--- src/rtl/reg_file_master_pkg.sv ---
// Shared definitions for the UART-to-register-file command initiator:
// default geometry, frame opcodes, read timeout and the FSM state encoding.
package reg_file_master_pkg;

    localparam int         DEF_REG_WIDTH  = 8;
    localparam int         DEF_ADDR_WIDTH = 4;
    localparam logic [7:0] DEF_WR_CMD     = 8'hAA;
    localparam logic [7:0] DEF_RD_CMD     = 8'hBB;
    localparam int         DEF_RD_TIMEOUT = 4;

    typedef enum logic [2:0] {
        ST_IDLE,
        ST_WR_ADDR,
        ST_WR_DATA,
        ST_WR_ISSUE,
        ST_RD_ADDR,
        ST_RD_ISSUE,
        ST_RD_WAIT,
        ST_TX_SEND
    } state_e;

    // Width of a down-counter that must hold the value (timeout - 1).
    function automatic int tmo_width(input int timeout);
        return (timeout > 2) ? $clog2(timeout) : 1;
    endfunction

endpackage

--- src/rtl/reg_file_master.sv ---
// Parses {AA,addr,data} write and {BB,addr} read frames from the UART byte
// stream, drives the register-file strobes and returns read bytes to UART TX.
module reg_file_master
    import reg_file_master_pkg::*;
#(
    parameter int                   REG_WIDTH  = DEF_REG_WIDTH,
    parameter int                   ADDR_WIDTH = DEF_ADDR_WIDTH,
    parameter logic [REG_WIDTH-1:0] WR_CMD     = REG_WIDTH'(DEF_WR_CMD),
    parameter logic [REG_WIDTH-1:0] RD_CMD     = REG_WIDTH'(DEF_RD_CMD),
    parameter int                   RD_TIMEOUT = DEF_RD_TIMEOUT
) (
    input  logic                  i_CLK,
    input  logic                  i_RST,
    input  logic [REG_WIDTH-1:0]  i_RX_Data,
    input  logic                  i_RX_Valid,
    output logic                  o_WrEn,
    output logic                  o_RdEn,
    output logic [ADDR_WIDTH-1:0] o_Address,
    output logic [REG_WIDTH-1:0]  o_WrData,
    input  logic [REG_WIDTH-1:0]  i_RdData,
    input  logic                  i_RdData_Valid,
    output logic [REG_WIDTH-1:0]  o_TX_Data,
    output logic                  o_TX_Valid,
    input  logic                  i_TX_Busy,
    output logic                  o_Err
);

    localparam int TMO_W = tmo_width(RD_TIMEOUT);

    state_e                state_q, state_d;
    logic                  wr_en_q, wr_en_d;
    logic                  rd_en_q, rd_en_d;
    logic                  err_q, err_d;
    logic                  tx_valid_q, tx_valid_d;
    logic [ADDR_WIDTH-1:0] addr_q, addr_d;
    logic [REG_WIDTH-1:0]  wdata_q, wdata_d;
    logic [REG_WIDTH-1:0]  txd_q, txd_d;
    logic [TMO_W-1:0]      tmo_q, tmo_d;
    logic                  addr_ovf;

    // An address byte is only legal when every bit above the address field is clear.
    assign addr_ovf = |(i_RX_Data >> ADDR_WIDTH);

    always_comb begin
        state_d    = state_q;
        wr_en_d    = 1'b0;
        rd_en_d    = 1'b0;
        err_d      = 1'b0;
        tx_valid_d = 1'b0;
        addr_d     = addr_q;
        wdata_d    = wdata_q;
        txd_d      = txd_q;
        tmo_d      = tmo_q;

        case (state_q)
            ST_IDLE: begin
                if (i_RX_Valid) begin
                    if (i_RX_Data == WR_CMD) begin
                        state_d = ST_WR_ADDR;
                    end else if (i_RX_Data == RD_CMD) begin
                        state_d = ST_RD_ADDR;
                    end else begin
                        err_d = 1'b1;
                    end
                end
            end

            ST_WR_ADDR, ST_RD_ADDR: begin
                if (i_RX_Valid) begin
                    addr_d = i_RX_Data[ADDR_WIDTH-1:0];
                    if (addr_ovf) begin
                        err_d   = 1'b1;
                        state_d = ST_IDLE;
                    end else if (state_q == ST_WR_ADDR) begin
                        state_d = ST_WR_DATA;
                    end else begin
                        state_d = ST_RD_ISSUE;
                        rd_en_d = 1'b1;
                    end
                end
            end

            ST_WR_DATA: begin
                if (i_RX_Valid) begin
                    wdata_d = i_RX_Data;
                    state_d = ST_WR_ISSUE;
                    wr_en_d = 1'b1;
                end
            end

            ST_WR_ISSUE: begin
                err_d   = i_RX_Valid;
                state_d = ST_IDLE;
            end

            ST_RD_ISSUE: begin
                err_d   = i_RX_Valid;
                tmo_d   = TMO_W'(RD_TIMEOUT - 1);
                state_d = ST_RD_WAIT;
            end

            ST_RD_WAIT: begin
                err_d = i_RX_Valid;
                if (i_RdData_Valid) begin
                    txd_d = i_RdData;
                    // With TX already free the byte goes out next cycle; TX_SEND only
                    // holds it while the transmitter is busy.
                    if (!i_TX_Busy) begin
                        tx_valid_d = 1'b1;
                        state_d    = ST_IDLE;
                    end else begin
                        state_d = ST_TX_SEND;
                    end
                end else if (tmo_q == '0) begin
                    err_d   = 1'b1;
                    state_d = ST_IDLE;
                end else begin
                    tmo_d = tmo_q - 1'b1;
                end
            end

            ST_TX_SEND: begin
                err_d = i_RX_Valid;
                if (!i_TX_Busy) begin
                    tx_valid_d = 1'b1;
                    state_d    = ST_IDLE;
                end
            end

            default: begin
                state_d = ST_IDLE;
            end
        endcase
    end

    always_ff @(posedge i_CLK or posedge i_RST) begin
        if (i_RST) begin
            state_q    <= ST_IDLE;
            wr_en_q    <= 1'b0;
            rd_en_q    <= 1'b0;
            err_q      <= 1'b0;
            tx_valid_q <= 1'b0;
            addr_q     <= '0;
            wdata_q    <= '0;
            txd_q      <= '0;
            tmo_q      <= '0;
        end else begin
            state_q    <= state_d;
            wr_en_q    <= wr_en_d;
            rd_en_q    <= rd_en_d;
            err_q      <= err_d;
            tx_valid_q <= tx_valid_d;
            addr_q     <= addr_d;
            wdata_q    <= wdata_d;
            txd_q      <= txd_d;
            tmo_q      <= tmo_d;
        end
    end

    assign o_WrEn     = wr_en_q;
    assign o_RdEn     = rd_en_q;
    assign o_Err      = err_q;
    assign o_TX_Valid = tx_valid_q;
    assign o_Address  = addr_q;
    assign o_WrData   = wdata_q;
    assign o_TX_Data  = txd_q;

endmodule

--- config.mk ---
export PLATFORM = sky130hd
export DESIGN_NAME = reg_file_master
export DESIGN_NICKNAME = d
export VERILOG_FILES = /design/src/rtl/reg_file_master_pkg.sv /design/src/rtl/reg_file_master.sv
export SDC_FILE = /design/constraint.sdc
export NUM_CORES = 1
export LEC_CHECK = 0
export BUFFER_PORTS_ARGS = -buffer_cell sky130_fd_sc_hd__buf_4
export CORE_ASPECT_RATIO = 0.5
export CORE_MARGIN = 1.5
export CORE_UTILIZATION = 53
export CTS_CLUSTER_SIZE = 25
export DETAILED_ROUTE_END_ITERATION = 6
export GPL_TIMING_DRIVEN = 0
export PLACE_DENSITY = 0.83
export SYNTH_ARGS = -nofsm -noshare
export SYNTH_HDL_FRONTEND = slang
export SYNTH_SLANG_ARGS = --single-unit
--- constraint.sdc ---
create_clock -name i_CLK -period 3.25 [get_ports i_CLK]
set_clock_uncertainty 0.1 [all_clocks]
set_input_delay 0.1625 -clock i_CLK [delete_from_list [all_inputs] [get_ports i_CLK]]
set_output_delay 0.1625 -clock i_CLK [all_outputs]
set_load 0.01 [all_outputs]
==> impl_metrics.toml, run 1 <==
[status]
status = "finished clean"

[layout]
final_nets = 192
nFillCells = 167
final_core_util_pct = 78.76
diodes = 0
drive_gt1_share_pct = 44.44
area_delta_synth_final_pct = 33.42

[drt]
routed_wl_mm = 3.048
highest_layer = "met4"
wire_per_inst_um = 14.80
met2_length_mm = 1.531
wl_met3_um = 190
drt_iter0_markers = 61
ant_nets = 0
num_vias = 1094
drc = 0
viasPerCell = 5.311
wl_met1_mm = 1.282
first_pass_iters = 4

[clocking]
cts_buffers = 5
ctsHoldBuffers = 1
clkSinkCount = 29
cts_buffer_depth = 2
clock_latency_ns = 0.28
cts_setup_buffers = 0
cts_resized = 0
cts_tree = "yes"
htree_num_levels = 2
path_clk_slew_ns = 0.06
cts_root_buffer = "clkbuf_8"

[synth]
synth-seq-cells = 29
yosys_warnings = 0
synth_edf_count = 0
synthesis.instances = 119
async_reset_ff_share_pct = 100.0
synth_top_area_share_pct = 52.82
netlist_area_um2 = 1374
synth_area_leaders = "dfrtp_1 53%, mux2_2 16%, a31oi_1 2.3%"
yosysUniqueCellTypes = 36
ys.flop_type = "dfrtp_1"
syn_avg_cell_area_um2 = 11.54
yosysTopAreaCell = "dfrtp_1"
ys_seq_area_share_pct = 52.82
syn_nets = 141

[timing]
max_freq_mhz = 521.6
worstMarginPinSlew_ns = 1.092
slew_viol_final = 0
rsz0062_at_grt = "no"
hold_violations = 0
period_share_pct = 58.99
setup_viol = 0
slew_headroom_pct = 27.15
fin_tns_setup_ns = 0
fin_crit_ns = 1.917

[pwr]
p_clk_share_pct = 17.7
pwr_density_cell_nw_per_um2 = 867.0
p_switching_mw = 0.5421
switching_share_pct = 34.11
p_leak_nw = 0.9214
combPwrFrac_pct = 45.2
seqPwrFrac_pct = 37.2
ir_drop_mv = 0.5737
p_int_mw = 1.047
report.power.total_mw = 1.589

[grt]
grt_overflow = 0
first_global_vias = 1060
grt_max_degree = 30
track_usage_pct = 25.20
grt_pass1_wl_mm = 4.933
grt_antenna_before_repair = 0

[setup_path]
crit_chain = "buf_2 -> nor2_1 -> and3_1 -> clkbuf_1 -> mux2_2"
end_kind = "flop"
max_stage_delay_ns = 0.42
crit_buf_inv = 2
rr_startpoint = "state_q[0]"
cp_top_family = "buffers and inverters"
required_ns = 3.32
arrival_ns = 1.98
cp-start-kind = "flop"
crit_type = "reg -> reg"
crit_path_start = "state_q[0]"
slowest_stage = "dfrtp_1"
critPathMaxFanout = 10

[place]
gp_congestion = 0.8339
io_buffer_count = 43
hpwl_mm = 2.199

[floorplanning]
die_w_um = 75
dieArea_um2 = 2925
design.portCount = 45
coreArea_um2 = 2327
row_count = 12
fp.dieH_um = 39
start_util_pct = 59.03

[flow_run]
max-cap-violations = 0

[worst_hold_path]
min-delay-path-class = "in -> reg"
hold_path.startpoint = "i_RdData[6]"
## path summary, 6_finish.rpt
kind	end	slack [ns]	depth (start not counted)
worst max-delay path	o_WrData[7]	1.33	5
worst min-delay path	o_TX_Data[6]	0.01	2
worst max register to register	o_WrData[7]	1.33	5
worst min register to register	o_TX_Data[6]	0.40	1
max in group asynchronous	o_Address[1]	2.33	2
min in group asynchronous	o_TX_Data[6]	0.06	2
## through the flow
step	worst slack, ns	hold slack, ns	instance area [um^2]	instances
after CTS	1.322	0.003973	1833	206
after global routing	1.205	0.01076	1833	206
after detailed placement	1.327	0.2699	1740	197
after floorplan	1.555	0.1357	1374	119
final	1.333	0.01031	1833	206
after global placement	1.361	0.2639	1740	197
## power groups by stage
stage,registers [mW],clock network [mW],logic (mW)
2_1_floorplan,0.643,0,0.374
3_3_place_gp,0.587,0,0.695
3_5_place_dp,0.595,0,0.716
4_1_cts,0.591,0.289,0.720
5_1_grt,0.611,0.304,0.783
6_report,0.591,0.281,0.718
## state kept, by name (all words and copies together) (netlist names)
name	cells
o_Address	4
o_RdEn	1
tmo_q	2
o_Err	1
o_TX_Data	8
o_WrEn	1
o_TX_Valid	1
state_q	3
o_WrData	8
## layout make-up
type / instances / area (um^2) / share of cell area (%)
Clock inverter: 2 / 10.01 / 0.5461
Inverter: 4 / 15.01 / 0.8191
Sequential cell: 29 / 725.7 / 39.59
Tap cell: 35 / 43.79 / 2.389
Clock buffer: 6 / 72.57 / 3.959
Timing Repair Buffer: 44 / 332.8 / 18.16
Multi-Input combinational cell: 79 / 593.1 / 32.35
Buffer: 7 / 40.04 / 2.184
## cells in the final DEF (no fill, tap or decap), types with 2 or more instances in the layout
cell type	n
buf_2	2
nor2b_1	2
clkinv_2	2
clkbuf_8	5
nand2_1	5
inv_1	4
nand3_1	4
nor3_1	2
o211ai_1	2
o21ai_0	4
a21oi_1	3
nand2b_1	2
xnor2_1	2
mux2_2	20
a31oi_1	5
and3_1	3
dfrtp_1	29
nor2_1	6
or3_1	3
buf_4	44
clkbuf_1	4
## cells in the mapped netlist, types with 2 or more instances
library cell	instances
nand3_1	4
nor3_1	2
xnor2_1	2
a21oi_1	3
nor2b_1	2
nand2b_1	2
o211ai_1	2
nand2_1	5
dfrtp_1	29
inv_1	4
clkbuf_1	3
o21ai_0	4
and3_1	3
mux2_2	20
a31oi_1	5
or3_1	3
nor2_1	6
buf_2	2
## cells by family (layout without fill, tap and decap cells)
| kind of cell | count (synthesis) | count (layout) | synth area share [%] |
|---|---|---|---|
| AOI/OAI and AO/OA | 22 | 22 | 10.66 |
| xor gates and xnor gates | 2 | 2 | 1.275 |
| adders and majority gates | 1 | 1 | 0.9106 |
| buffers and inverters | 11 | 63 | 4.007 |
| DFF | 29 | 29 | 52.82 |
| muxes | 20 | 20 | 16.39 |
| and+or+nand+nor | 34 | 34 | 13.94 |
## routing by layer
metal	up-vias	track usage [%]
met5	-	0
met4	0	9.545
met3	4	9.635
met2	38	43.14
met1	518	29.23
li1	534	-
(Power assumes the default switching activity.)
==> inputs of run 2 (changes only) <==
--- a/config.mk
+++ b/config.mk
@@ -8,11 +8,11 @@
 export BUFFER_PORTS_ARGS = -buffer_cell sky130_fd_sc_hd__buf_4
 export CORE_ASPECT_RATIO = 0.5
 export CORE_MARGIN = 1.5
-export CORE_UTILIZATION = 53
+export CORE_UTILIZATION = 44
 export CTS_CLUSTER_SIZE = 25
 export DETAILED_ROUTE_END_ITERATION = 6
 export GPL_TIMING_DRIVEN = 0
-export PLACE_DENSITY = 0.83
+export PLACE_DENSITY = 0.74
 export SYNTH_ARGS = -nofsm -noshare
 export SYNTH_HDL_FRONTEND = slang
 export SYNTH_SLANG_ARGS = --single-unit
==> constraint.sdc (replaced) <==
create_clock -name i_CLK -period 1.7 [get_ports i_CLK]
set_clock_uncertainty 0.1 [all_clocks]
set_input_delay 0.085 -clock i_CLK [delete_from_list [all_inputs] [get_ports i_CLK]]
set_output_delay 0.085 -clock i_CLK [all_outputs]
set_load 0.01 [all_outputs]
==> impl_metrics.toml, run 2 (same netlist as run 1, synthesis figures left out) <==
[status]
status = "finished with violations"
violations = "negative hold slack"

[floorplanning]
coreArea_um2 = 2995
fp.dieH_um = 42.51
dieArea_um2 = 3487
design.portCount = 45
start_util_pct = 45.86
die_w_um = 82.02
row_count = 14

[layout]
final_area_um2 = 2111
diodes = 0
area_delta_synth_final_pct = 53.64
layout.cells.non_filler = 226
final_common_cell = "buf_4"
layout_common_cells = "44 x buf_4, 29 x dfrtp_1, 19 x mux2_2, 19 x dlygate4sd3_1, 6 x clkbuf_8"
final_core_util_pct = 70.47
drive_gt1_share_pct = 46.24
final_nets = 207

[setup_path]
required_ns = 1.80
end_kind = "flop"
cp-start-kind = "primary input"
arrival_ns = 1.79
crit_type = "in -> reg"
critPathMaxFanout = 3

[place]
placed_cell_area_um2 = 1747
place_ws_ns = -0.2199
place_inst = 202
gp_congestion = 0.8196
hpwl_mm = 2.168
io_buffer_count = 43

[clocking]
cts_buffer_depth = 2
path_clk_slew_ns = 0.07
htree_num_levels = 2
clkSinkCount = 29
cts_root_buffer = "clkbuf_8"
cts_tree = "yes"
cts_buffers = 5
cts_setup_buffers = 0
clock_latency_ns = 0.28

[grt]
track_usage_pct = 21.08
grt_overflow = 0
grt_max_degree = 30
first_global_vias = 1134
grt_antenna_before_repair = 0
grt_pass1_wl_mm = 5.292

[drt]
ant_nets = 0
drc = 0
routed_wl_mm = 3.500
wire_per_inst_um = 15.49
viasPerCell = 5.412
drt_iter0_markers = 47
num_vias = 1223
first_pass_iters = 5

[timing]
rsz0062_at_grt = "yes"
whs_ns = -0.02383
hold_violations = 29
fin_tns_setup_ns = 0
worstMarginPinSlew_ns = 1.086
max_freq_mhz = 593.8
setup_viol = 0
slew_viol_final = 0
fin_crit_ns = 1.684
period_share_pct = 99.06
slew_headroom_pct = 27.52
finalWorstSetupSlack_ns = 0.01591

[pwr]
ir_drop_mv = 0.9327
report.power.total_mw = 3.457
p_leak_nw = 1.012
pwr_density_cell_nw_per_um2 = 1638

[flow_run]
max-cap-violations = 0

[worst_hold_path]
min-delay-path-class = "in -> async"
==> run 2: area by class of cell <==
cell class              instances  area [um^2]
multi-input cells              79        651.9
inverters                       4        15.01
plain buffers                   5        42.54
well taps                      40        50.05
clock inverters                 2        37.54
fillers                       226        884.6
flip-flops and latches         29        725.7
clock buffers                   6        82.58
repair buffers                 61        505.5
==> run 2: path summary, 6_finish.rpt <==
path,startpoint,endpoint,slack [ns],depth (start not counted)
setup / recovery,i_RX_Data[1],state_q[0],0.02,6
hold / removal,i_RST,o_WrData[0],-0.02,2
min in group i_CLK,i_RdData_Valid,o_Err,0.04,3
setup reg to reg,state_q[2],o_Address[0],0.02,5
max in group asynchronous,i_RST,state_q[2],0.86,2
hold reg to reg,o_WrData[4],o_WrData[4],0.41,1
==> run 2: repair_timing <==
item | CTS | global route
hold buffers | 19 | 0
pin swaps | 1 | 8
resized for setup | 6 | 15
endpoints found under the setup margin | 23 | 24
endpoints found under the hold margin | 22 | 0
==> run 2: report_power, final <==
part | internal, mW | leakage (nW) | switching (mW)
combinational | 0.849 | 0.583 | 0.705
clock | 0.476 | 0.0574 | 0.288
sequential | 0.974 | 0.371 | 0.165
==> run 2: per-layer routing <==
layer	share of wire [%]	wire, um	global-route usage [%]	vias up
li1	-	-	-	563
met2	52	1803	34.59	40
met4	1.7	61	10.51	0
met3	5.3	184	6.522	9
met5	0	0	0	-
met1	41	1450	25.03	611
==> run 2: worst max-delay path: stages <==
cell and delay (ns):
dlygate4sd3_1 0.52, buf_4 0.11, and4b_2 0.29, a31oi_4 0.10, or4_1 0.52, o21ai_1 0.15
